$ cat config.mk
export PLATFORM = sky130hd
export DESIGN_NAME = adc_scan_sequencer_flat
export DESIGN_NICKNAME = d
export VERILOG_FILES = /design/src/rtl/adc_scan_sequencer_pkg.sv /design/src/rtl/adc_scan_sequencer_if.sv /design/src/rtl/adc_scan_sequencer_rr_next_channel.sv /design/src/rtl/adc_scan_sequencer.sv /design/src/flat_wrapper.sv
export SDC_FILE = /design/constraint.sdc
export NUM_CORES = 1
export LEC_CHECK = 0
export BUFFER_PORTS_ARGS = -buffer_cell sky130_fd_sc_hd__clkbuf_2
export CORE_MARGIN = 2
export CORE_UTILIZATION = 51
export CTS_CLUSTER_DIAMETER = 100
export DETAILED_ROUTE_END_ITERATION = 10
export PLACE_DENSITY = 0.76
export REMOVE_ABC_BUFFERS = 1
export SLEW_MARGIN = 20
export SYNTH_ARGS = -nofsm -noshare
export SYNTH_HDL_FRONTEND = slang
export SYNTH_SLANG_ARGS = --single-unit
$ cat constraint.sdc
create_clock -name clk -period 2.25 [get_ports clk]
set_clock_uncertainty 0.05 [all_clocks]
set_input_delay 0.225 -clock clk [delete_from_list [all_inputs] [get_ports clk]]
set_output_delay 0.225 -clock clk [all_outputs]
set_load 0.05 [all_outputs]
$ cat src/rtl/adc_scan_sequencer_pkg.sv
// ---------------------------------------------------------------------------
// adc_scan_sequencer_pkg
// Shared definitions for the ADC scan sequencer: USB command codes, widths,
// the scan state encoding and the FIFO word packing helper.
// No ports (package).
// ---------------------------------------------------------------------------
package adc_scan_sequencer_pkg;

    localparam int NUM_CH   = 4;
    localparam int CH_W     = 2;
    localparam int DATA_W   = 12;
    localparam int CMD_W    = 16;
    localparam int FIFO_W   = 16;
    localparam int SETTLE_W = 8;

    localparam logic [CMD_W-1:0] CMD_ACQ_START  = 16'hF0F0;
    localparam logic [CMD_W-1:0] CMD_ACQ_STOP   = 16'hF0F1;
    localparam logic [11:0]      CMD_CH_MASK_HI = 12'hC00;

    typedef enum logic [2:0] {
        ST_IDLE    = 3'd0,
        ST_SETTLE  = 3'd1,
        ST_CONVERT = 3'd2,
        ST_WAIT    = 3'd3,
        ST_WRITE   = 3'd4,
        ST_NEXT    = 3'd5
    } scan_state_t;

    // FIFO word layout: channel tag in the top bits, zero pad, then the sample.
    function automatic logic [FIFO_W-1:0] pack_fifo_word(
        input logic [CH_W-1:0]   ch,
        input logic [DATA_W-1:0] sample
    );
        return {ch, {(FIFO_W-CH_W-DATA_W){1'b0}}, sample};
    endfunction

endpackage

$ cat src/rtl/adc_scan_sequencer_if.sv
// ---------------------------------------------------------------------------
// adc_scan_sequencer_if
// Bundles the command input, ADC handshake, USB data FIFO write port and
// status outputs of the scan sequencer.
//   master : sequencer side (drives mux select, conv start, FIFO write, status)
//   slave  : environment side (command decoder, ADC front end, FIFO)
// ---------------------------------------------------------------------------
interface adc_scan_sequencer_if;
    import adc_scan_sequencer_pkg::*;

    logic                cmd_valid;
    logic [CMD_W-1:0]    cmd_word;
    logic [CH_W-1:0]     adc_chn_select;
    logic                adc_conv_start;
    logic                adc_data_valid;
    logic [DATA_W-1:0]   adc_data;
    logic                fifo_wr_en;
    logic [FIFO_W-1:0]   fifo_din;
    logic                fifo_full;
    logic                acq_busy;
    logic                overflow;

    modport master (
        input  cmd_valid, cmd_word, adc_data_valid, adc_data, fifo_full,
        output adc_chn_select, adc_conv_start, fifo_wr_en, fifo_din,
               acq_busy, overflow
    );

    modport slave (
        output cmd_valid, cmd_word, adc_data_valid, adc_data, fifo_full,
        input  adc_chn_select, adc_conv_start, fifo_wr_en, fifo_din,
               acq_busy, overflow
    );

endinterface

$ cat src/rtl/adc_scan_sequencer_rr_next_channel.sv
// ---------------------------------------------------------------------------
// rr_next_channel
// Combinational round-robin pick: returns the first enabled channel strictly
// after cur_ch (wrapping), falling back to cur_ch itself when it is the only
// enabled one. Feeding cur_ch = NUM_CH-1 yields the first enabled channel
// counting from 0.
//   mask        in  NUM_CH  channel enable mask
//   cur_ch      in  CH_W    current channel
//   next_ch     out CH_W    next enabled channel (cur_ch if none)
//   any_enabled out 1       mask is non-zero
// ---------------------------------------------------------------------------
module rr_next_channel
    import adc_scan_sequencer_pkg::*;
(
    input  logic [NUM_CH-1:0] mask,
    input  logic [CH_W-1:0]   cur_ch,
    output logic [CH_W-1:0]   next_ch,
    output logic              any_enabled
);

    logic [CH_W-1:0] cand_s;

    // Scan candidates farthest-first so the nearest enabled one wins last;
    // offset NUM_CH wraps back onto cur_ch and has the lowest priority.
    always_comb begin
        next_ch     = cur_ch;
        cand_s      = cur_ch;
        any_enabled = |mask;
        for (int k = NUM_CH; k >= 1; k--) begin
            cand_s  = cur_ch + CH_W'(k);
            next_ch = mask[cand_s] ? cand_s : next_ch;
        end
    end

endmodule

$ cat src/rtl/adc_scan_sequencer.sv
// ---------------------------------------------------------------------------
// adc_scan_sequencer
// Sequences the ADC mux and conversion handshake for continuous round-robin
// acquisition over the enabled channels and writes tagged samples into the
// USB data FIFO. A full FIFO drops the sample and sets the sticky overflow.
//   clk      in  system clock
//   reset_n  in  asynchronous active-low reset
//   bus      master modport of adc_scan_sequencer_if (command, ADC, FIFO,
//            acq_busy, overflow)
// Optional feature macro: ADC_SCAN_TIMEOUT_EN -- abandon a conversion after
// TIMEOUT_CYCLES in WAIT, flag overflow and move to the next channel.
// Without it WAIT blocks until the ADC answers (only reset leaves a hung ADC).
// ---------------------------------------------------------------------------
module adc_scan_sequencer
    import adc_scan_sequencer_pkg::*;
#(
    parameter int SETTLE_CYCLES = 8
`ifdef ADC_SCAN_TIMEOUT_EN
    ,
    parameter int TIMEOUT_CYCLES = 1024
`endif
)
(
    input  logic clk,
    input  logic reset_n,
    adc_scan_sequencer_if.master bus
);

    localparam logic [SETTLE_W-1:0] SETTLE_LAST = SETTLE_W'(SETTLE_CYCLES - 1);

`ifdef ADC_SCAN_TIMEOUT_EN
    localparam int TO_W = $clog2(TIMEOUT_CYCLES + 1);
    localparam logic [TO_W-1:0] TO_LAST = TO_W'(TIMEOUT_CYCLES - 1);
    logic [TO_W-1:0] wait_cnt_r;
`else
    // WAIT has no cycle budget in this build.
`endif

    scan_state_t         state_r;
    logic [NUM_CH-1:0]   ch_mask_r;
    logic                stop_pending_r;
    logic [CH_W-1:0]     cur_ch_r;
    logic [SETTLE_W-1:0] settle_cnt_r;

    logic [CH_W-1:0]     adc_chn_select_r;
    logic                adc_conv_start_r;
    logic                fifo_wr_en_r;
    logic [FIFO_W-1:0]   fifo_din_r;
    logic                acq_busy_r;
    logic                overflow_r;

    logic                is_start_s;
    logic                is_stop_s;
    logic                is_mask_s;
    logic [CH_W-1:0]     next_ch_s;
    logic                next_any_s;
    logic [CH_W-1:0]     first_ch_s;
    logic                first_any_s;

    assign is_start_s = bus.cmd_valid && (bus.cmd_word == CMD_ACQ_START);
    assign is_stop_s  = bus.cmd_valid && (bus.cmd_word == CMD_ACQ_STOP);
    assign is_mask_s  = bus.cmd_valid && (bus.cmd_word[CMD_W-1:4] == CMD_CH_MASK_HI);

    // Advance from the current channel at NEXT.
    rr_next_channel u_rr_next (
        .mask        (ch_mask_r),
        .cur_ch      (cur_ch_r),
        .next_ch     (next_ch_s),
        .any_enabled (next_any_s)
    );

    // Start pick: searching after the last channel gives the lowest enabled one.
    rr_next_channel u_rr_first (
        .mask        (ch_mask_r),
        .cur_ch      (CH_W'(NUM_CH - 1)),
        .next_ch     (first_ch_s),
        .any_enabled (first_any_s)
    );

    // Scan FSM with all outputs registered.
    always_ff @(posedge clk or negedge reset_n) begin
        if (!reset_n) begin
            state_r          <= ST_IDLE;
            ch_mask_r        <= 4'hF;
            stop_pending_r   <= 1'b0;
            cur_ch_r         <= 2'd0;
            settle_cnt_r     <= 8'd0;
            adc_chn_select_r <= 2'd0;
            adc_conv_start_r <= 1'b0;
            fifo_wr_en_r     <= 1'b0;
            fifo_din_r       <= 16'h0000;
            acq_busy_r       <= 1'b0;
            overflow_r       <= 1'b0;
`ifdef ADC_SCAN_TIMEOUT_EN
            wait_cnt_r       <= '0;
`else
`endif
        end else begin
            // Mask updates apply immediately; a running scan sees them at NEXT.
            if (is_mask_s) begin
                ch_mask_r <= bus.cmd_word[NUM_CH-1:0];
            end
            // Stop only matters while scanning; the NEXT branch may override.
            if (is_stop_s && (state_r != ST_IDLE)) begin
                stop_pending_r <= 1'b1;
            end

            case (state_r)
                ST_IDLE: begin
                    if (is_start_s && first_any_s) begin
                        cur_ch_r         <= first_ch_s;
                        adc_chn_select_r <= first_ch_s;
                        settle_cnt_r     <= 8'd0;
                        overflow_r       <= 1'b0;
                        acq_busy_r       <= 1'b1;
                        state_r          <= ST_SETTLE;
                    end
                end
                ST_SETTLE: begin
                    if (settle_cnt_r == SETTLE_LAST) begin
                        adc_conv_start_r <= 1'b1;
                        state_r          <= ST_CONVERT;
                    end else begin
                        settle_cnt_r <= settle_cnt_r + SETTLE_W'(1);
                    end
                end
                ST_CONVERT: begin
                    adc_conv_start_r <= 1'b0;
`ifdef ADC_SCAN_TIMEOUT_EN
                    wait_cnt_r       <= '0;
`else
`endif
                    state_r          <= ST_WAIT;
                end
                ST_WAIT: begin
                    // The write strobe is registered, so the full flag seen
                    // alongside the data decides whether the WRITE cycle writes.
                    if (bus.adc_data_valid) begin
                        if (bus.fifo_full) begin
                            overflow_r <= 1'b1;
                        end else begin
                            fifo_wr_en_r <= 1'b1;
                            fifo_din_r   <= pack_fifo_word(cur_ch_r, bus.adc_data);
                        end
                        state_r <= ST_WRITE;
                    end else begin
`ifdef ADC_SCAN_TIMEOUT_EN
                        if (wait_cnt_r == TO_LAST) begin
                            overflow_r <= 1'b1;
                            state_r    <= ST_NEXT;
                        end else begin
                            wait_cnt_r <= wait_cnt_r + TO_W'(1);
                        end
`else
                        state_r <= ST_WAIT;
`endif
                    end
                end
                ST_WRITE: begin
                    fifo_wr_en_r <= 1'b0;
                    state_r      <= ST_NEXT;
                end
                ST_NEXT: begin
                    if (stop_pending_r || !next_any_s) begin
                        // A stop arriving in this very cycle is moot: we are
                        // already heading to IDLE.
                        stop_pending_r <= 1'b0;
                        acq_busy_r     <= 1'b0;
                        state_r        <= ST_IDLE;
                    end else begin
                        cur_ch_r         <= next_ch_s;
                        adc_chn_select_r <= next_ch_s;
                        settle_cnt_r     <= 8'd0;
                        state_r          <= ST_SETTLE;
                    end
                end
                default: begin
                    adc_conv_start_r <= 1'b0;
                    fifo_wr_en_r     <= 1'b0;
                    stop_pending_r   <= 1'b0;
                    acq_busy_r       <= 1'b0;
                    state_r          <= ST_IDLE;
                end
            endcase
        end
    end

    assign bus.adc_chn_select = adc_chn_select_r;
    assign bus.adc_conv_start = adc_conv_start_r;
    assign bus.fifo_wr_en     = fifo_wr_en_r;
    assign bus.fifo_din       = fifo_din_r;
    assign bus.acq_busy       = acq_busy_r;
    assign bus.overflow       = overflow_r;

endmodule

$ cat src/flat_wrapper.sv
// flat-port wrapper written by rule: the top's interface ports become plain ports
module adc_scan_sequencer_flat import adc_scan_sequencer_pkg::*;
#(
    parameter int SETTLE_CYCLES = 8

)
  (clk, reset_n, bus_cmd_valid, bus_cmd_word, bus_adc_data_valid, bus_adc_data, bus_fifo_full, bus_adc_chn_select, bus_adc_conv_start, bus_fifo_wr_en, bus_fifo_din, bus_acq_busy, bus_overflow);
  adc_scan_sequencer_if bus_i ();
  input  logic clk;
  input  logic reset_n;
  input wire logic [$bits(bus_i.cmd_valid)-1:0] bus_cmd_valid;
  input wire logic [$bits(bus_i.cmd_word)-1:0] bus_cmd_word;
  input wire logic [$bits(bus_i.adc_data_valid)-1:0] bus_adc_data_valid;
  input wire logic [$bits(bus_i.adc_data)-1:0] bus_adc_data;
  input wire logic [$bits(bus_i.fifo_full)-1:0] bus_fifo_full;
  output wire logic [$bits(bus_i.adc_chn_select)-1:0] bus_adc_chn_select;
  output wire logic [$bits(bus_i.adc_conv_start)-1:0] bus_adc_conv_start;
  output wire logic [$bits(bus_i.fifo_wr_en)-1:0] bus_fifo_wr_en;
  output wire logic [$bits(bus_i.fifo_din)-1:0] bus_fifo_din;
  output wire logic [$bits(bus_i.acq_busy)-1:0] bus_acq_busy;
  output wire logic [$bits(bus_i.overflow)-1:0] bus_overflow;
  assign bus_i.cmd_valid = bus_cmd_valid;
  assign bus_i.cmd_word = bus_cmd_word;
  assign bus_i.adc_data_valid = bus_adc_data_valid;
  assign bus_i.adc_data = bus_adc_data;
  assign bus_i.fifo_full = bus_fifo_full;
  assign bus_adc_chn_select = bus_i.adc_chn_select;
  assign bus_adc_conv_start = bus_i.adc_conv_start;
  assign bus_fifo_wr_en = bus_i.fifo_wr_en;
  assign bus_fifo_din = bus_i.fifo_din;
  assign bus_acq_busy = bus_i.acq_busy;
  assign bus_overflow = bus_i.overflow;
  adc_scan_sequencer #(.SETTLE_CYCLES(SETTLE_CYCLES)) u_core (.clk(clk), .reset_n(reset_n), .bus(bus_i));
endmodule
After elaboration in Yosys (flattened, before gate mapping)
Cells that the tools add are included.

word-level totals
  output and inout bits = 22
  flip-flop bits (word level) = 36
  input bits = 33

operators by class
  $lt $le $gt $ge = 3
  bitwise operators = 4
  mux-type cells = 39
  add/subtract/negate cells = 4
  reduce and logical (&&, ||, !) cells = 25
  eq/ne operators = 18

operators by type and width
  operator              count
  $eq 16x16->1 const B  2
  $mux 8                3
  $pmux 8 s3            1
  $pmux 3 s6            1
  $reduce_or 4->1       4
  $mux 1                15
  $mux 2                7
  $eq 12x12->1 const B  1
  $reduce_and 4->1      3
  $ne 2x2->1 const B    5
  $lt 2x3->1 const B    3
  $mux 3                3
  $reduce_and 3->1      3
  $add 8x1->8 const B   1
  $eq 8x3->1 const B    1
  $pmux 1 s2            4
  $bmux 1 s2            3
  $eq 3x2->1 const B    2
  $eq 3x3->1 const B    2
  $ne 2x1->1 const B    3
  $reduce_bool 3->1     2
  $logic_and 1x1->1     5
  $ne 5x4->1 const B    1
  $reduce_or 5->1       1
  11 further kinds      17

Logic depth before layout (Yosys ltp)
Gate-level depths: netlist (run 1).

  word-level depth = 8
  mapped depth = 6

Hierarchy
From an unflattened synthesis (run 1), not the netlist that was laid out.

unflattened totals
  cell total of the unflattened synthesis = 180
  area, all modules = 1870.5 um^2

modules (own cells, without submodules)
  module              cells an instance  sequential area each (um^2)  area each (um^2)  times used
  adc_scan_sequencer  152                905.9                        1717.9            1
  rr_next_channel     14                 0.0                          76.3              2

Worst setup path before layout (run 1)
No wires, ideal clock.

  path kind = reg2reg
  start point = register u_core.cur_ch_r[1]
  end point = register u_core.cur_ch_r[1]
  period minus slack after synthesis = 2.026 ns
  arrival time = 1.850 ns
  cell stages (with the launch flop) = 6
  required time = 2.074 ns
  path slack = 0.224 ns
  setup time = 0.126 ns
  cell sequence = dfrtp_1 > mux2_2 > or4b_1 > a21oi_1 > nor2_1 > o32a_1

on the way
  cells in the longest elaborated chain, start to end = 7

RTL lines
  element                       RTL line                                  text
  start: declaration            adc_scan_sequencer.sv:42                  logic [CH_W-1:0] cur_ch_r;
  start signal: assignment      adc_scan_sequencer.sv:111                 cur_ch_r <= first_ch_s;
  start signal: assignment      adc_scan_sequencer.sv:171                 cur_ch_r <= next_ch_s;
  $add 2x2->2                   adc_scan_sequencer_rr_next_channel.sv:30  cand_s = cur_ch + CH_W'(k);
  $bmux 1 s2                    adc_scan_sequencer_rr_next_channel.sv:31  next_ch = mask[cand_s] ? cand_s : next_ch;
  $mux 1 (implied by the code)  adc_scan_sequencer_rr_next_channel.sv:31
  $mux 2 (2 in a row)           adc_scan_sequencer_rr_next_channel.sv:31
  $mux 2                        adc_scan_sequencer.sv:164                 if (stop_pending_r || !next_any_s) begin
  $pmux 2 s2                    adc_scan_sequencer.sv:108                 case (state_r)

Parallel ways exist; a longest one is shown, timed or not. The select of a mux whose other input is x is not followed.
A chain may end at the register's enable or synchronous reset.

Worst setup path after layout (run 1)
  start point = register u_core.ch_mask_r[3]
  end point = register u_core.settle_cnt_r[6]

on the way
  cells in the longest elaborated chain, start to end = 5

RTL lines
  element                         RTL line                                  text
  start: declaration              adc_scan_sequencer.sv:40                  logic [NUM_CH-1:0] ch_mask_r;
  start signal: assignment        adc_scan_sequencer.sv:101                 ch_mask_r <= bus.cmd_word[NUM_CH-1:0];
  $reduce_or 4->1 (*)             adc_scan_sequencer_rr_next_channel.sv:28  any_enabled = |mask;
  $logic_not 1->1                 adc_scan_sequencer.sv:164
  $logic_or 1x1->1                adc_scan_sequencer.sv:164
  $ne 2x2->1 (no line)            -
  $reduce_and 4->1 (no line) (*)  -
  end signal: assignment          adc_scan_sequencer.sv:124                 settle_cnt_r <= settle_cnt_r + SETTLE_W'(1);
  end: declaration                adc_scan_sequencer.sv:43                  logic [SETTLE_W-1:0] settle_cnt_r;

Mark *: on every way between the ends. The rest lies on a longest branch, timed or not.

==> summary.txt, run 1 <==
Run status
  • Outcome: complete, but fails checks
  • Failing checks: negative hold slack

Yosys
  • Ys Warns: 0
  • Post-Syn Area: 1900 um^2
  • Syn Area/Cell: 10.7 um^2
  • Sequential share of the synthesized area: 47.6%
  • Main synth FF type: dfrtp_1
  • Cells after Synth: 177
  • Post-synth ARST share: 100%
  • Synth cell types: 53
  • Post-synth EDFFs: 0
  • Yosys reg bits: 36

Finish
  • Fraction of layout cells with a size suffix above 1: 40.9%
  • NumNets Final: 268
  • Most common cell after layout, fill and taps aside: clkbuf_2
  • Final Instance Area: 2320 um^2
  • Layout area overhead: 22.0%
  • Diode count: 0
  • Highest-count cells in the layout ignoring fill and taps: clkbuf_2 (52), dfrtp_1 (32), nor2_1 (19)

Clock tree
  • CTS root buf: clkbuf_8
  • Hold buffers post-CTS: 0
  • CTS Buf Count: 5
  • Setup bufs post-CTS: 0
  • CTS resizes: 0
  • CTS tree: yes
  • Worst-Skew Late Latency: 0.29 ns
  • H-tree depth: 2
  • CTS clk-pin slew, worst paths: 0.07 ns
  • Clk sinks: 36
  • Clock Path Buffers: 2

Setup path
  • Crit end category: flop
  • CP Cell Sequence: nor4_2 -> nor4_2 -> a21oi_2 -> o31a_1 -> o21a_1
  • CP max stage delay: 0.60 ns
  • Critical Path Fanout Max: 10
  • Cell repeated most along the worst path: nor4_2
  • Worst path required time: 2.39 ns
  • Slowest CP cell: dfstp_2
  • CP startpoint kind: flop
  • WS Path Type: flop to flop
  • Crit path DAT: 2.10 ns

Detailed routing
  • Vias per inst: 5.44
  • DRC violation count after routing: 0
  • Initial drt markers: 65
  • Vias: 1540
  • WL/cell: 13.2 um
  • Final ANT Viol Nets: 0
  • DR pass1 iterations: 4
  • WL final: 3740 um

Pwr
  • Leakage: 1.14 nW
  • IR drop worst, VDD: 0.378 mV
  • Pwr dens: 554 nW/um^2

STA
  • Max-slew violation count: 0
  • Final period utilization: 87.2%
  • Setup TNS: 0 ns
  • Tmin final: 1.96 ns
  • RSZ-0062 raised after global routing: false
  • Slew margin rel.: 42.7%
  • Final setup fails: 0
  • Slew @ Worst Pin: 0.860 ns
  • Final hold violation count: 31
  • Hold slack: -0.0143 ns
  • Fmax: 0.510 GHz

Place
  • # port buffers: 52
  • Gpl congestion: 0.796
  • DP Wirelength: 2820 um
  • Placed Area: 2210 um^2

Global routing
  • Vias in the first global route: 1508
  • Antenna violations before repair: 0
  • First-pass GRT wire length: 6670 um
  • Gr usage total: 20.5%
  • Largest net degree at the start of global routing: 37
  • Grt ovf: 0

Die
  • Top Ports: 55
  • Num rows: 22
  • Chip width: 65.1 um
  • Initial Utilization: 52.3%
  • Die ar.: 4230 um^2
  • Die height: 65.1 um
  • Core area: 3630 um^2

Flow run
  • Max cap viols: 0

Hold path
  • Min-Delay Path Class: primary input to async pin
==> where the power goes <==
| group | total (mW) | internal, mW | switching [mW] | leakage, nW |
|---|---|---|---|---|
| registers | 0.656 | 0.651 | 0.00477 | 0.458 |
| logic | 0.0676 | 0.0289 | 0.0388 | 0.622 |
| clock network | 0.561 | 0.329 | 0.232 | 0.0552 |
==> per-stage QoR <==
step / hold WS, ns / cells / total power, mW / worst slack (ns) / util, %
after floorplan: -0.121 / 172 / 0.692 / 0.0937 / -
after global placement: 0.338 / 275 / 0.737 / 0.363 / 60.9
after detailed placement: 0.337 / 275 / 0.737 / 0.308 / 60.9
after CTS: 0.0165 / 283 / 1.30 / 0.290 / 63.9
after global routing: 0.0761 / 283 / 1.33 / 0.167 / 63.9
final: -0.0143 / 283 / 1.28 / 0.289 / 63.9
==> Yosys cell counts, types with 2 or more instances <==
| master | number | area, um^2 |
|---|---|---|
| dfrtp_1 | 32 | 801 |
| nor2_1 | 19 | 71.3 |
| mux2_2 | 17 | 191 |
| o21ai_0 | 11 | 55.1 |
| a21oi_1 | 8 | 40.0 |
| nand2_1 | 8 | 30.0 |
| nand2b_1 | 5 | 31.3 |
| o31ai_1 | 5 | 37.5 |
| and3_1 | 4 | 25.0 |
| dfstp_2 | 4 | 105 |
| nand3_1 | 4 | 20.0 |
| a22o_1 | 3 | 26.3 |
| and2_1 | 3 | 18.8 |
| buf_4 | 3 | 22.5 |
| inv_1 | 3 | 11.3 |
| nor4_1 | 3 | 18.8 |
| o21a_1 | 3 | 22.5 |
| clkbuf_1 | 2 | 7.51 |
| mux2_1 | 2 | 22.5 |
| nor2b_1 | 2 | 12.5 |
| nor3_1 | 2 | 10.0 |
| nor4_2 | 2 | 25.0 |
| o31a_1 | 2 | 17.5 |
==> metal layers <==
layer  vias up  wire length [um]  GRT usage, %  part of all wire, %
li1        759                 -             -                    -
met1       738              1710          27.1                   46
met2        36              1790          32.6                   48
met3         7               187          5.21                  5.0
met4         0                57          7.55                  1.5
met5         -                 0             0                    0
==> flip-flops by register name, indices dropped and copies added, names as in the netlist, 2 cells and up <==
name and count:
u_core.settle_cnt_r 8, u_core.ch_mask_r 4, u_core.bus.fifo_din 14, u_core.state_r 3
u_core.cur_ch_r 2
==> area by class of cell <==
| class | count | area [um^2] |
|---|---|---|
| multi-input combinational | 132 | 950 |
| tap | 48 | 60.1 |
| clock buffer | 6 | 72.6 |
| fill | 327 | 1310 |
| clock inverter | 2 | 35.0 |
| timing repair buffer | 55 | 283 |
| sequential | 36 | 906 |
| inverter | 4 | 15.0 |
==> critical path: cells and delay by family, from the launching register on <==
kind / cells / cell delay, ns
flip-flops: 1 / 0.60
AO/OA/AOI/OAI: 3 / 0.74
AND/OR/NAND/NOR: 2 / 0.47
==> final timing paths <==
path	start	endpoint	slack [ns]	cells after the start
min in group clk	bus_adc_data[4]	u_core.bus.fifo_din[4]$_DFFE_PN0P_	0.10	2
setup / recovery	u_core.ch_mask_r[3]$_DFFE_PN1P_	u_core.settle_cnt_r[6]$_DFFE_PN0P_	0.29	5
setup reg to reg	u_core.ch_mask_r[3]$_DFFE_PN1P_	u_core.settle_cnt_r[6]$_DFFE_PN0P_	0.29	5
hold reg to reg	u_core.bus.fifo_din[4]$_DFFE_PN0P_	u_core.bus.fifo_din[4]$_DFFE_PN0P_	0.44	1
hold / removal	reset_n	u_core.bus.fifo_din[10]$_DFFE_PN0P_	-0.01	1
max in group asynchronous	reset_n	u_core.cur_ch_r[1]$_DFFE_PN0P_	1.63	1
==> kinds of logic after synthesis <==
kind of cell / count (synthesis) / share of synthesized area [%]
flops: 36 / 47.6
compound gates: 41 / 15.0
buf+inv: 10 / 2.63
xor+xnor: 1 / 0.461
other cells: 1 / 0.197
simple gates: 68 / 22.2
fa+ha+maj: 1 / 0.658
mux: 19 / 11.2
Note: power is estimated with default switching activity, not from simulation.
==> run 2, diff against run 1 <==
- ABC_AREA: default -> 1
- BUFFER_PORTS_ARGS: -buffer_cell sky130_fd_sc_hd__clkbuf_2 -> default
- CORE_UTILIZATION: 51 -> 55
- DONT_BUFFER_PORTS: default -> 1
- PLACE_DENSITY: 0.76 -> 0.67
==> summary.txt, run 2 <==
Yosys
  • Main synth FF type: dfrtp_1 (unchanged)
  • Post-Syn Area: 2030 um^2 (was 1900 um^2)
  • Post-synth EDFFs: 0 (unchanged)
  • Cells after Synth: 291 (was 177)
  • Synth area leader: dfrtp_1 (unchanged)
  • Most common cell in the netlist: nand2_1 (was dfrtp_1)
  • Ys Warns: 0 (unchanged)
  • Yosys reg bits: 36 (unchanged)
  • Syn Area/Cell: 6.98 um^2 (was 10.7 um^2)
  • Sequential share of the synthesized area: 44.6% (was 47.6%)
  • Post-synth ARST share: 100% (unchanged)
  • Post-synth top area share: 39.4% (was 42.1%)
  • Synth top cells by count: nand2_1 (114), inv_1 (36), dfrtp_1 (32) (was dfrtp_1 (32), nor2_1 (19), mux2_2 (17))
  • Main area contributors after synthesis: dfrtp_1 (39%), nand2_1 (21%), nand3_1 (7.4%), inv_1 (6.7%), dfstp_2 (5.2%) (was dfrtp_1 (42%), mux2_2 (10%), dfstp_2 (5.5%), nor2_1 (3.8%), o21ai_0 (2.9%))
  • Synth cell types: 30 (was 53)

Detailed routing
  • Vias: 1797 (was 1540)
  • Vias per inst: 5.15 (was 5.44)
  • Initial drt markers: 114 (was 65)
  • DR pass1 iterations: 5 (was 4)
  • WL final: 4040 um (was 3740 um)
  • WL/cell: 11.6 um (was 13.2 um)
  • Final ANT Viol Nets: 0 (unchanged)
  • DRC violation count after routing: 0 (unchanged)

STA
  • Setup TNS: 0 ns (unchanged)
  • Final WS setup: 0.474 ns (was 0.289 ns)
  • Final hold violation count: 0 (was 31)
  • RSZ-0062 raised after global routing: false (unchanged)
  • Fmax: 0.563 GHz (was 0.510 GHz)
  • Max-slew violation count: 0 (unchanged)
  • Final period utilization: 78.9% (was 87.2%)
  • Final setup fails: 0 (unchanged)
  • Tmin final: 1.78 ns (was 1.96 ns)

Die
  • Initial Utilization: 56.3% (was 52.3%)
  • Die ar.: 4190 um^2 (was 4230 um^2)
  • Top Ports: 55 (unchanged)
  • Chip width: 64.8 um (was 65.1 um)
  • Core area: 3610 um^2 (was 3630 um^2)
  • Num rows: 22 (unchanged)
  • Die height: 64.8 um (was 65.1 um)

Clock tree
  • CTS Buf Count: 5 (unchanged)
  • Setup bufs post-CTS: 0 (unchanged)
  • Clock Path Buffers: 2 (unchanged)
  • Worst-Skew Late Latency: 0.29 ns (about the same)
  • CTS tree: yes (unchanged)
  • H-tree depth: 2 (unchanged)
  • CTS root buf: clkbuf_8 (unchanged)
  • Clk sinks: 36 (unchanged)
  • CTS clk-pin slew, worst paths: 0.07 ns (about the same)

Finish
  • Largest register FFs: 14 (unchanged)
  • Layout area overhead: 12.6% (was 22.0%)
  • Diode count: 0 (unchanged)
  • Highest-count cells in the layout ignoring fill and taps: nand2_1 (114), inv_1 (36), dfrtp_1 (32) (was clkbuf_2 (52), dfrtp_1 (32), nor2_1 (19))
  • Fraction of layout cells with a size suffix above 1: 8.31% (was 40.9%)
  • Final Instance Area: 2290 um^2 (was 2320 um^2)
  • Non-filler cells, final: 349 (was 283)
  • Layout Utilization: 63.4% (was 63.9%)
  • Most common cell after layout, fill and taps aside: nand2_1 (was clkbuf_2)
  • NumNets Final: 334 (was 268)

Hold path
  • Min-Delay Path Class: primary input to flop (was primary input to async pin)

Global routing
  • Grt ovf: 0 (unchanged)
  • Largest net degree at the start of global routing: 37 (unchanged)
  • Vias in the first global route: 1670 (was 1508)
  • Antenna violations before repair: 0 (unchanged)
  • Gr usage total: 21.5% (was 20.5%)
  • First-pass GRT wire length: 7040 um (was 6670 um)

Place
  • Placed Area: 2080 um^2 (was 2210 um^2)
  • Setup WS pre-CTS: 0.500 ns (was 0.308 ns)
  • DP Wirelength: 2970 um (was 2820 um)
  • # port buffers: 0 (was 52)
  • Dpl cells: 337 (was 275)
  • Gpl congestion: 0.858 (was 0.796)

Setup path
  • CP startpoint kind: flop (unchanged)
  • Crit path DAT: 1.90 ns (was 2.10 ns)
  • Critical Path Fanout Max: 12 (was 10)
  • Crit end category: flop (unchanged)
  • WS Path Type: flop to flop (unchanged)
  • Worst path required time: 2.38 ns (was 2.39 ns)

Flow run
  • Max cap viols: 0 (unchanged)

Pwr
  • Leakage: 1.21 nW (was 1.14 nW)
  • IR drop worst, VDD: 0.566 mV (was 0.378 mV)
  • Pwr dens: 1290 nW/um^2 (was 554 nW/um^2)

Run status
  • Outcome: complete, no violations (was complete, but fails checks)
run 2: changes by cell type after synthesis, moves of 4 or more:
cell,before,now
nand2_1,8,114
inv_1,3,36
nand3_1,4,30
mux2_2,17,0
nand2b_1,5,0
nand4_1,0,5
o31ai_1,5,0
and3_1,4,0
nor2_1,19,23
run 2: timing repair:
action,4_1_cts,5_1_grt
hold endpoints to repair,38,0
resized for setup,0,0
hold buffers,4,0
run 2: stage by stage:
stage               hold slack, ns  power, mW
detailed placement          -0.120       2.16
floorplan                   -0.121       1.95
global route                0.0133       3.16
finish                      0.0172       2.94
CTS                         0.0110       2.97
global placement            -0.120       2.14
run 2: area by class of cell:
class | count | area, um^2
fill | 353 | 1320
timing repair buffer | 7 | 72.6
inverter | 38 | 143
multi-input combinational | 212 | 946
clock buffer | 5 | 68.8
sequential | 36 | 906
clock inverter | 3 | 90.1
tap | 48 | 60.1
run 2: worst paths after layout:
path	startpoint	slack, ns	endpoint	cells past startpoint
max reg2reg	u_core.cur_ch_r[0]$_DFFE_PN0P_	0.47	u_core.cur_ch_r[0]$_DFFE_PN0P_	9
min in group asynchronous	reset_n	0.36	u_core.bus.fifo_din[6]$_DFFE_PN0P_	2
min	bus_cmd_word[1]	0.02	u_core.ch_mask_r[1]$_DFFE_PN1P_	2
min reg2reg	u_core.settle_cnt_r[3]$_DFFE_PN0P_	0.44	u_core.settle_cnt_r[3]$_DFFE_PN0P_	2
max	u_core.cur_ch_r[0]$_DFFE_PN0P_	0.47	u_core.cur_ch_r[0]$_DFFE_PN0P_	9
max in group asynchronous	reset_n	1.54	u_core.ch_mask_r[2]$_DFFE_PN1P_	2
run 2: power by group:
group | switching, mW | internal, mW | leakage [nW]
Combinational | 0.576 | 0.291 | 0.667
Clock | 0.235 | 0.554 | 0.0784
Sequential | 0.463 | 0.824 | 0.469
run 2: critical path, cell delays in order, from the launching register on:
cell and delay [ns]:
dfrtp_1 0.55, clkinv_1 0.30, nand2_1 0.13, nand2_1 0.05
nand2_1 0.05, nand2_1 0.09, o21ai_0 0.25, nor2_1 0.08
nand3_1 0.07, nand2_1 0.05
run 2: kinds of logic (layout without fill, tap and decap cells):
kind of cell	Yosys count	after routing	share of synthesized area (%)
AO/OA/AOI/OAI	24	24	6.90
adder cells (fa/ha/maj)	1	1	0.616
buffers and inverters	44	53	8.99
flip-flops	36	36	44.6
other	1	2	0.185
AND/OR/NAND/NOR	185	185	38.7
run 2: per-layer routing:
metal	vias to the layer above	global-route usage (%)	share of wire [%]
li1	925	-	-
met1	802	27.6	46
met2	62	34.7	45
met3	8	6.08	7.1
met4	0	7.98	1.8
met5	-	0	0
==> run 3, diff against run 2 <==
- ABC_AREA: 1 -> 0
- clock period: 2.25 -> 1.8 ns (I/O delays scaled with it)
==> summary.txt, run 3 (same netlist as run 1, synthesis figures left out) <==
Detailed routing
  • WL/cell: 15.5 um (was 11.6 um)
  • Initial drt markers: 63 (was 114)
  • DR pass1 iterations: 4 (was 5)
  • DRC violation count after routing: 0 (unchanged)
  • Vias: 1564 (was 1797)
  • Final ANT Viol Nets: 0 (unchanged)
  • Vias per inst: 5.69 (was 5.15)
  • WL final: 4270 um (was 4040 um)

Finish
  • NumNets Final: 262 (was 334)
  • Diode count: 0 (unchanged)
  • Filler instances: 232 (was 353)
  • Final Instance Area: 2490 um^2 (was 2290 um^2)
  • Layout area overhead: 31.0% (was 12.6%)
  • Most common cell after layout, fill and taps aside: dfrtp_1 (was nand2_1)
  • Largest register FFs: 14 (unchanged)
  • Fraction of layout cells with a size suffix above 1: 34.1% (was 8.31%)
  • Highest-count cells in the layout ignoring fill and taps: dfrtp_1 (32), buf_4 (28), nor2_1 (18), dlygate4sd3_1 (18), mux2_2 (17) (was nand2_1 (114), inv_1 (36), dfrtp_1 (32))

STA
  • Setup TNS: -0.183 ns (was 0 ns)
  • Fmax: 0.541 GHz (was 0.563 GHz)
  • Max-slew violation count: 0 (unchanged)
  • Final setup fails: 5 (was 0)
  • Slew @ Worst Pin: 0.524 ns
  • RSZ-0062 raised after global routing: true (was false)
  • Final period utilization: 103% (was 78.9%)
  • Final WS setup: -0.0486 ns (was 0.474 ns)
  • Final hold violation count: 0 (unchanged)
  • Tmin final: 1.85 ns (was 1.78 ns)
  • Slew margin rel.: 64.1%

Place
  • Placed Area: 2120 um^2 (was 2080 um^2)
  • # port buffers: 0 (unchanged)
  • DP Wirelength: 2860 um (was 2970 um)
  • Gpl congestion: 0.814 (was 0.858)

Clock tree
  • Worst-Skew Late Latency: 0.34 ns (was 0.29 ns)
  • Clock Path Buffers: 2 (unchanged)
  • CTS root buf: clkbuf_4 (was clkbuf_8)
  • H-tree depth: 2 (unchanged)
  • CTS tree: yes (unchanged)
  • CTS clk-pin slew, worst paths: 0.12 ns (was 0.07 ns)
  • CTS Buf Count: 5 (unchanged)
  • Clk sinks: 36 (unchanged)

Global routing
  • Largest net degree at the start of global routing: 37 (unchanged)
  • First-pass GRT wire length: 7370 um (was 7040 um)
  • Gr usage total: 23.7% (was 21.5%)
  • Grt ovf: 0 (unchanged)
  • Antenna violations before repair: 0 (unchanged)
  • Vias in the first global route: 1582 (was 1670)

Die
  • Chip width: 62.8 um (was 64.8 um)
  • Num rows: 21 (was 22)
  • Initial Utilization: 57.0% (was 56.3%)
  • Die height: 62.8 um (was 64.8 um)
  • Top Ports: 55 (unchanged)
  • Core area: 3340 um^2 (was 3610 um^2)
  • Die ar.: 3940 um^2 (was 4190 um^2)

Flow run
  • Max cap viols: 0 (unchanged)

Setup path
  • Reg2reg start: u_core.settle_cnt_r[4]$_DFFE_PN0P_ (was u_core.cur_ch_r[0]$_DFFE_PN0P_)
  • R2R setup slack: -0.05 ns (was 0.47 ns)
  • Worst path required time: 2.00 ns (was 2.38 ns)
  • Critical Path Fanout Max: 8 (was 12)
  • CP startpoint kind: flop (unchanged)
  • Crit path DAT: 2.04 ns (was 1.90 ns)
  • Slowest CP cell: or4_4 (was dfrtp_1)
  • Crit end category: flop (unchanged)
  • R2r worst-path depth: 5 (was 9)
  • FF-to-FF End: u_core.settle_cnt_r[6]$_DFFE_PN0P_ (was u_core.cur_ch_r[0]$_DFFE_PN0P_)
  • WS Path Type: flop to flop (unchanged)
  • CP Cell Sequence: or4_4 -> nor3_4 -> a211o_4 -> nor4_1 -> o21a_1 (was clkinv_1 -> nand2_1 -> nand2_1 -> nand2_1 -> nand2_1 -> o21ai_0 -> nor2_1 -> nand3_1 -> nand2_1)
  • CP max stage delay: 0.56 ns (was 0.55 ns)

Run status
  • Outcome: complete, but fails checks (was complete, no violations)
  • Failing checks: negative setup slack

Hold path
  • Hold path startpoint: bus_adc_data_valid (was bus_cmd_word[1])
  • WHS Endpoint: u_core.state_r[1]$_DFFE_PN0P_ (was u_core.ch_mask_r[1]$_DFFE_PN1P_)
  • Worst hold path stage count: 3 (was 2)
  • Min-Delay Path Class: primary input to flop (unchanged)

Pwr
  • Pwr dens: 598 nW/um^2 (was 1290 nW/um^2)
  • Leakage: 1.12 nW (was 1.21 nW)
  • IR drop worst, VDD: 0.602 mV (was 0.566 mV)
## run 3: cell type report
| type | instances | area, um^2 | share of cell area, % |
|---|---|---|---|
| flip-flops and latches | 36 | 906 | 36.4 |
| inverters | 4 | 15.0 | 0.603 |
| well taps | 46 | 57.6 | 2.31 |
| multi-input cells | 133 | 1000 | 40.2 |
| clock inverters | 3 | 42.5 | 1.71 |
| clock buffers | 5 | 37.5 | 1.51 |
| repair buffers | 48 | 430 | 17.3 |
## run 3: worst max-delay path, delay by kind of cell, from the launching register on
family / cells / cell delay (ns)
AND/OR/NAND/NOR: 3 / 0.91
flip-flops: 1 / 0.40
AO/OA/AOI/OAI: 2 / 0.39
## run 3: worst max-delay path by stage
stage / startpoint / endpoint / slack [ns] / cells after the start
finish: u_core.settle_cnt_r[4]$_DFFE_PN0P_ / u_core.settle_cnt_r[6]$_DFFE_PN0P_ / -0.05 / 5
CTS: u_core.settle_cnt_r[4]$_DFFE_PN0P_ / u_core.settle_cnt_r[6]$_DFFE_PN0P_ / -0.04 / 5
global placement: u_core.ch_mask_r[1]$_DFFE_PN1P_ / u_core.settle_cnt_r[1]$_DFFE_PN0P_ / -0.01 / 5
floorplan: u_core.cur_ch_r[1]$_DFFE_PN0P_ / u_core.cur_ch_r[1]$_DFFE_PN0P_ / -0.36 / 5
detailed placement: u_core.ch_mask_r[1]$_DFFE_PN1P_ / u_core.settle_cnt_r[1]$_DFFE_PN0P_ / -0.06 / 5
global route: u_core.ch_mask_r[3]$_DFFE_PN1P_ / u_core.cur_ch_r[1]$_DFFE_PN0P_ / -0.15 / 6
## run 3: repair_timing
item	in CTS	in global routing
pin swaps	9	9
buffers inserted	4	1
gates cloned	1	0
hold buffers	19	0
endpoints found under the setup margin	6	12
resized for setup	4	8
hold endpoints to repair	53	0
## run 3: metal layers
layer,GRT usage [%],vias up,wire (um)
li1,-,746,-
met1,28.3,743,1800
met3,7.03,7,307
met2,41.8,68,2110
met5,0,-,0
met4,5.83,0,55
## run 3: where the power goes
part,internal [mW],switching (mW)
combinational,0.0504,0.0478
sequential,0.814,0.00402
clock,0.289,0.283
total,1.15,0.335
## run 3: stage by stage
step	power (mW)	hold WS, ns	setup slack [ns]	utilization [%]	std cells
floorplan	0.864	-0.166	-0.356	-	172
global placement	0.876	-0.164	-0.0142	63.6	242
detailed placement	0.876	-0.164	-0.0632	63.6	242
CTS	1.50	0.0357	-0.0395	73.7	274
global route	1.55	0.0440	-0.148	74.7	275
finish	1.49	0.0389	-0.0486	74.7	275
